==> config.mk <==
export PLATFORM = sky130hd
export DESIGN_NAME = ysyx_22041207_mem_arbiter
export DESIGN_NICKNAME = d
export VERILOG_FILES = /design/src/rtl/ysyx_22041207_mem_arbiter.sv
export SDC_FILE = /design/constraint.sdc
export NUM_CORES = 1
export LEC_CHECK = 0
export BUFFER_PORTS_ARGS = -buffer_cell sky130_fd_sc_hd__buf_4
export CORE_AREA = 2 2 208 210
export DETAILED_ROUTE_END_ITERATION = 6
export DIE_AREA = 0 0 210 212
export PLACE_DENSITY = 0.48
export SETUP_SLACK_MARGIN = 0.5
export SYNTH_ARGS = -nofsm -noshare
export SYNTH_HDL_FRONTEND = slang
export SYNTH_SLANG_ARGS = --single-unit
==> constraint.sdc <==
create_clock -name clk -period 2.1 [get_ports clk]
set_clock_uncertainty 0.05 [all_clocks]
set_input_delay 0.63 -clock clk [delete_from_list [all_inputs] [get_ports clk]]
set_output_delay 0.63 -clock clk [all_outputs]
set_load 0.02 [all_outputs]
==> src/rtl/ysyx_22041207_mem_arbiter.sv <==
// Shares one 64-bit memory port between instruction fetch and the load/store unit.
// One transaction is in flight at a time. LSU has priority, bounded by a starvation streak.
`timescale 1ns/1ps
module ysyx_22041207_mem_arbiter #(
   parameter int MAX_LS_STREAK = 4
) (
   input  logic        clk,
   input  logic        rst,
   input  logic        if_req,
   input  logic [63:0] if_addr,
   output logic        if_done,
   output logic [63:0] if_rdata,
   input  logic        ls_req,
   input  logic        ls_wen,
   input  logic [63:0] ls_addr,
   input  logic [63:0] ls_wdata,
   input  logic [7:0]  ls_wmask,
   output logic        ls_done,
   output logic [63:0] ls_rdata,
   output logic        mem_req,
   output logic        mem_wen,
   output logic [63:0] mem_addr,
   output logic [63:0] mem_wdata,
   output logic [7:0]  mem_wmask,
   input  logic        mem_ready,
   input  logic        mem_rvalid,
   input  logic [63:0] mem_rdata
);

   typedef enum logic [1:0] {IDLE, REQ, WAIT, RESP} state_t;

   localparam logic [3:0] MAX_S = 4'(MAX_LS_STREAK);

   state_t     state, state_n;
   logic [3:0] streak;
   logic       owner;
   logic       grant_if, grant_ls;

   always_ff @(posedge clk) begin
      if (rst) state <= IDLE;
      else     state <= state_n;
   end

   always_comb begin
      state_n  = state;
      grant_if = 1'b0;
      grant_ls = 1'b0;
      case (state)
         IDLE: begin
            // IF only wins a contended cycle once the LSU streak hits its cap
            if (ls_req && !(if_req && streak == MAX_S)) begin
               grant_ls = 1'b1;
               state_n  = REQ;
            end else if (if_req) begin
               grant_if = 1'b1;
               state_n  = REQ;
            end
         end
         REQ:     if (mem_ready) state_n = mem_wen ? RESP : WAIT;
         WAIT:    if (mem_rvalid) state_n = RESP;
         RESP:    state_n = IDLE;
         default: state_n = IDLE;
      endcase
   end

   always_ff @(posedge clk) begin
      if (rst) begin
         streak    <= 4'd0;
         owner     <= 1'b0;
         mem_req   <= 1'b0;
         mem_wen   <= 1'b0;
         mem_addr  <= 64'd0;
         mem_wdata <= 64'd0;
         mem_wmask <= 8'h00;
         if_done   <= 1'b0;
         ls_done   <= 1'b0;
         if_rdata  <= 64'd0;
         ls_rdata  <= 64'd0;
      end else begin
         if_done <= 1'b0;
         ls_done <= 1'b0;
         if (grant_ls) begin
            mem_req   <= 1'b1;
            mem_wen   <= ls_wen;
            mem_addr  <= ls_addr;
            mem_wdata <= ls_wdata;
            mem_wmask <= ls_wen ? ls_wmask : 8'h00;
            owner     <= 1'b1;
            if (!if_req)              streak <= 4'd0;
            else if (streak != MAX_S) streak <= streak + 4'd1;
         end else if (grant_if) begin
            mem_req   <= 1'b1;
            mem_wen   <= 1'b0;
            mem_addr  <= if_addr;
            mem_wdata <= 64'd0;
            mem_wmask <= 8'h00;
            owner     <= 1'b0;
            streak    <= 4'd0;
         end
         if (state == REQ && mem_ready) begin
            mem_req <= 1'b0;
            if (mem_wen) begin
               ls_done <= owner;
               if_done <= !owner;
            end
         end
         if (state == WAIT && mem_rvalid) begin
            if (owner) ls_rdata <= mem_rdata;
            else       if_rdata <= mem_rdata;
            ls_done <= owner;
            if_done <= !owner;
         end
      end
   end

endmodule

# [Yosys cells after proc, flatten, opt, wreduce, memory -nomap -nowiden]
# Cells that the tools add are included.
# W data, S select, Z words.
[op_classes] n_addsub=1 n_eq_ne=9 mux=33 n_bitwise=1 n_reduce_logical=13
[op_table] cell="$mux W64" n=4
[op_table] cell="$mux W8" n=3
[op_table] cell="$mux W1" n=17
[op_table] cell="$mux W4" n=4
[op_table] cell="$mux W2" n=4
[op_table] cell="$pmux W2 S4" n=1
[op_table] cell="$reduce_and A2 Y1" n=3
[op_table] cell="$add A4 B1 Y4 const B" n=1
[op_table] cell="$eq A2 B2 Y1 const B" n=2
[op_table] cell="$eq A4 B3 Y1 const B" n=1
[op_table] cell="$logic_and A1 B1 Y1" n=4
[op_table] cell="$ne A2 B2 Y1 const B" n=2
[op_table] cell="$ne A4 B3 Y1 const B" n=1
[op_table] cell="$ne A3 B2 Y1 const B" n=1
[op_table] cell="$ne A3 B3 Y1 const B" n=1
[op_table] cell="$reduce_and A3 Y1" n=1
[op_table] cell="$eq A2 B1 Y1 const B" n=1
[op_table] cell="$logic_not A1 Y1" n=2
[op_table] cell="$logic_not A2 Y1" n=1
[op_table] cell="$reduce_bool A2 Y1" n=1
[op_table] cell="$reduce_or A2 Y1" n=1
[op_table] cell="$not A1 Y1" n=1
[word_totals] register_bits=275 in_bits=271

# [Longest topological paths before layout]
[depth] word_depth=8 mapped_depth=9 mapped_depth_nobuf=5

# [Worst setup path after synthesis]
# No wires, ideal clock.
[synth_timing] path_type="input-to-reg" startpoint="input port if_req" endpoint="register streak[3]" setup_ns=0.074 arrival_time_ns=1.620 t_required_ns=1.976 slack_ns=0.355 path_stages=4 path_buffers=1 cell_sequence="buf_2 -> nand3_1 -> or4b_2 -> a31oi_1"
[synth_via] elab_chain_len=7
[synth_lines] element="start, declared" line_no="9" text="input logic if_req,"
[synth_lines] element="$logic_and A1 B1 Y1" line_no="51" text="if (ls_req && !(if_req && streak == MAX_S)) begin"
[synth_lines] element="$logic_not A1 Y1" line_no="51"
[synth_lines] element="$logic_and A1 B1 Y1" line_no="51"
[synth_lines] element="$mux W1" line_no="51"
[synth_lines] element="$mux W1" line_no="48" text="case (state)"
[synth_lines] element="$ne A3 B2 Y1 (no line) / $reduce_bool A2 Y1 (equally long branches)"
[synth_lines] element="$reduce_and A2 Y1 (no line)"
[synth_lines] element="end signal, assigned" line_no="90" text="else if (streak != MAX_S) streak <= streak + 4'd1;"
[synth_lines] element="end, declared" line_no="35" text="logic [3:0] streak;"
# Parallel ways exist; a longest one is shown, timed or not.
# A chain may end at the register's enable or synchronous reset.

# [Final worst setup path]
[layout_timing] startpoint="register mem_wdata[11]" endpoint="output port mem_wdata[11]"
[layout_rtl] element="start, declared" line_no="23" text="output logic [63:0] mem_wdata,"
[layout_rtl] element="start signal, assigned" line_no="86" text="mem_wdata <= ls_wdata;"
# No word-level cell between the ends.

==> metrics.md <==
| Metric | Value |
|---|---|
| Fraction of registers with async set/reset | 0 |
| VDD IR max | around 650 uV |
| Final Hold Vio Count | 0 |
| Post-Route Setup TNS | 0 ps |
| Sequential area share after synthesis | 0.529 |
| Layout cells sized above 1 | 0.632 |
| Clock slew at reported path FFs | 60 ps |
| Mapped Cells | roughly 1,300 |
| Seq. cell area | ~5900 sq um |
| Outcome | complete, no violations |
| Vias per cell | 4.95 |
| Slew @ Worst Pin | between 300 and 400 ps |
| CTS root buf | clkbuf_16 |
| Most common cell in the netlist | dfxtp_1 |
| Global-route wire length before repair | 70,500 microns |
| CTS Buf Count | 34 |
| Top Ports | ~540 |
| Hold_buf cts | 0 |
| CP max FO | 2 |
| Max Root-Sink Buffers | 3 |
| Fin crit period | about 1700 ps |
| Number of remaining DRC errors | 0 |
| Die Area | 44,500 sq um |
| Gr ovfl total | 0 |
| Crit path max-delay family | flip-flops |
| Power density over the cells | between 1000 and 1500 nW/um^2 |
| CP Depth | 1 |
| Vias in the first global route | 11,500 |
| Layout fillers | 3,913 |
| Pins Over Slew Limit | 0 |
| Slew HR | 0.753 |
| Critical path launch point type | flip-flop |
| Reg2Reg Setup Slack | 390 ps |
| Top_reg_cell synth | dfxtp_1 |
| Hold crit path type | in2reg |
| FP Rows | 76 |
| Critical path required time | between 1000 and 1500 ps |
| CP max stage cell | dfxtp_4 |
| Largest cells by area after synthesis | dfxtp_1 (53%), nand2_1 (9.7%), a21oi_1 (6.7%) |
| Yosys top cell area share | 0.529 |
| Clock sinks | 275 |
| Setup WS post-layout | between 300 and 400 ps |
| # port buffers | approximately 540 |
| Max Freq | about 580 MHz |
| R2R depth | 8 |
| Drt wl/cell | roughly 22 microns |
| Die width | 210 microns |
| Synth cell count leaders | dfxtp_1 (275), nand2_1 (269), a21oi_1 (139) |
| Setup CP Type | reg2out |
| Vias | between 10,000 and 15,000 |
| Number of synthesized flops with an enable pin | 0 |
| Cell taking the most area after synthesis | dfxtp_1 |
| Final wirelength | 54,100 microns |
| Worst hold path depth | 2 |
| CTS tree | yes |
| Arr. time, crit path | between 1000 and 1500 ps |
| Cell Area, Synth | 10,400 sq um |
| Max incr delay on CP | 380 ps |
| Non-filler cells, final | about 2,500 |
| Core region area | between 40,000 and 50,000 sq um |
| Critical Path Sink Type | output port |
| Initial antenna violation count | 3 |
| Register bit count reported by yosys | ~280 |
| Htree depth | 2 |
| Nets | roughly 2,200 |
| Clk_lat worst skew | approximately 530 ps |
| DP Worst Slack | between 150 and 200 ps |
| Tcrit/Tclk final | 0.815 |
| Die Height | approximately 210 microns |
| Multi-input gate area | between 5000 and 6000 sq um |
| WHS | ~240 ps |
| CP bufs+invs | 1 |
| RSZ-0062 raised after global routing | true |
| DR pass1 iterations | 5 |
| Placed insts | about 2,200 |
| Leak | around 8.6 nW |
| Largest net degree at the start of global routing | 75 |
| Cell Chain, Critical Path | buf_6 |
| Synthesized Nets | between 1,500 and 2,000 |
| Area grow syn2layout | 104% |
| Routability Congestion | about 0.79 |
| Final setup viols | 0 |
| Initial Util | 0.245 |
| Warnings from Yosys | 0 |
| Avg Cell Area, Syn | between 8 and 9 sq um |
| Final ANT Viol Nets | 0 |
| Total track usage | 0.205 |
| HPWL after DPL | between 20,000 and 30,000 microns |
| Post-synth cell types | 38 |
| Initial DRC Count | 826 |
| MaxCap Viol Count | 0 |
[routing by layer]
layer	routed length, microns	share of wire	track usage	vias to the layer above
met4	2050	0.038	0.0812	0
met3	4210	0.078	0.0604	124
met5	0	0	0	-
li1	-	-	-	5719
met2	26700	0.49	0.353	532
met1	21100	0.39	0.240	5830
[cell type report]
type	instances	area share
repair buffers	732	0.371
flip-flops and latches	275	0.276
multi-input cells	844	0.266
clock buffers	50	0.0476
well taps	546	0.0322
clock inverters	10	0.00607
inverters	5	0.00100
diodes	3	0.000353
[final timing paths]
kind | start | endpoint
min | mem_ready | mem_req
max | mem_wdata[11] | mem_wdata[11]
max reg2reg | streak[1] | mem_addr[56]
min reg2reg | ls_rdata[13] | ls_rdata[13]
[cell usage in the layout (no fill, tap or decap), drive strengths merged]
master,synthesis,routed
and3b,1,1
nor2,131,131
o21a,1,1
o21ba,1,1
o31a,1,1
nand4,11,11
nand3b,2,2
clkbuf,70,74
nand2b,1,1
a31oi,66,66
or4b,1,1
and3,1,1
nor4b,1,1
a311oi,1,1
nor2b,2,2
a2111oi,1,1
diode,0,3
nand4b,1,1
or3,1,1
or3b,1,1
a32oi,65,65
o32ai,1,1
nand3,4,4
and4b,1,1
nand2,269,269
a21oi,139,139
a211oi,67,67
inv,5,6
clkinv,0,6
a22oi,1,1
ha,5,5
buf,57,708
o21ai,65,65
dfxtp,275,275
nor3b,1,1
and2,1,1
bufinv,0,3
[per-stage QoR]
| stage | utilization | power [mW] | instance area [sq um] |
|---|---|---|---|
| 2_1_floorplan | - | 11.1 | 10500 |
| 3_3_place_gp | 0.357 | 14.1 | 15200 |
| 3_5_place_dp | 0.357 | 14.1 | 15200 |
| 4_1_cts | 0.444 | 22.2 | 18900 |
| 5_1_grt | 0.500 | 26.3 | 21200 |
| 6_report | 0.500 | 25.3 | 21200 |
[logic make-up (layout without fill, tap and decap cells)]
| kind of cell | after synthesis | in the layout | share of synthesized area |
|---|---|---|---|
| adders and majority gates | 5 | 5 | 0.00601 |
| AOI/OAI and AO/OA | 409 | 409 | 0.247 |
| other | 0 | 3 | 0 |
| buffers and inverters | 132 | 797 | 0.0541 |
| and+or+nand+nor | 430 | 430 | 0.164 |
| DFF | 275 | 275 | 0.529 |
[state kept, by name (all words and copies together), names as in the netlist]
| signal | flops |
|---|---|
| if_done | 1 |
| if_rdata | 64 |
| ls_done | 1 |
| ls_rdata | 64 |
| mem_addr | 64 |
| mem_req | 1 |
| mem_wdata | 64 |
| mem_wen | 1 |
| mem_wmask | 8 |
| owner | 1 |
| state | 2 |
| streak | 4 |
[where the power goes]
| group | internal (mW) | total (mW) | switching, mW |
|---|---|---|---|
| clock network | 3.71 | 6.06 | 2.36 |
| logic | 5.92 | 12.1 | 6.18 |
| registers | 6.40 | 7.14 | 0.742 |
[repair_timing]
action,4_1_cts,5_1_grt
gates cloned,20,27
gates resized for setup,593,194
buffers inserted,40,72
pin swaps,38,137
endpoints found under the setup margin,516,422
Note: power is estimated with default switching activity, not from simulation.
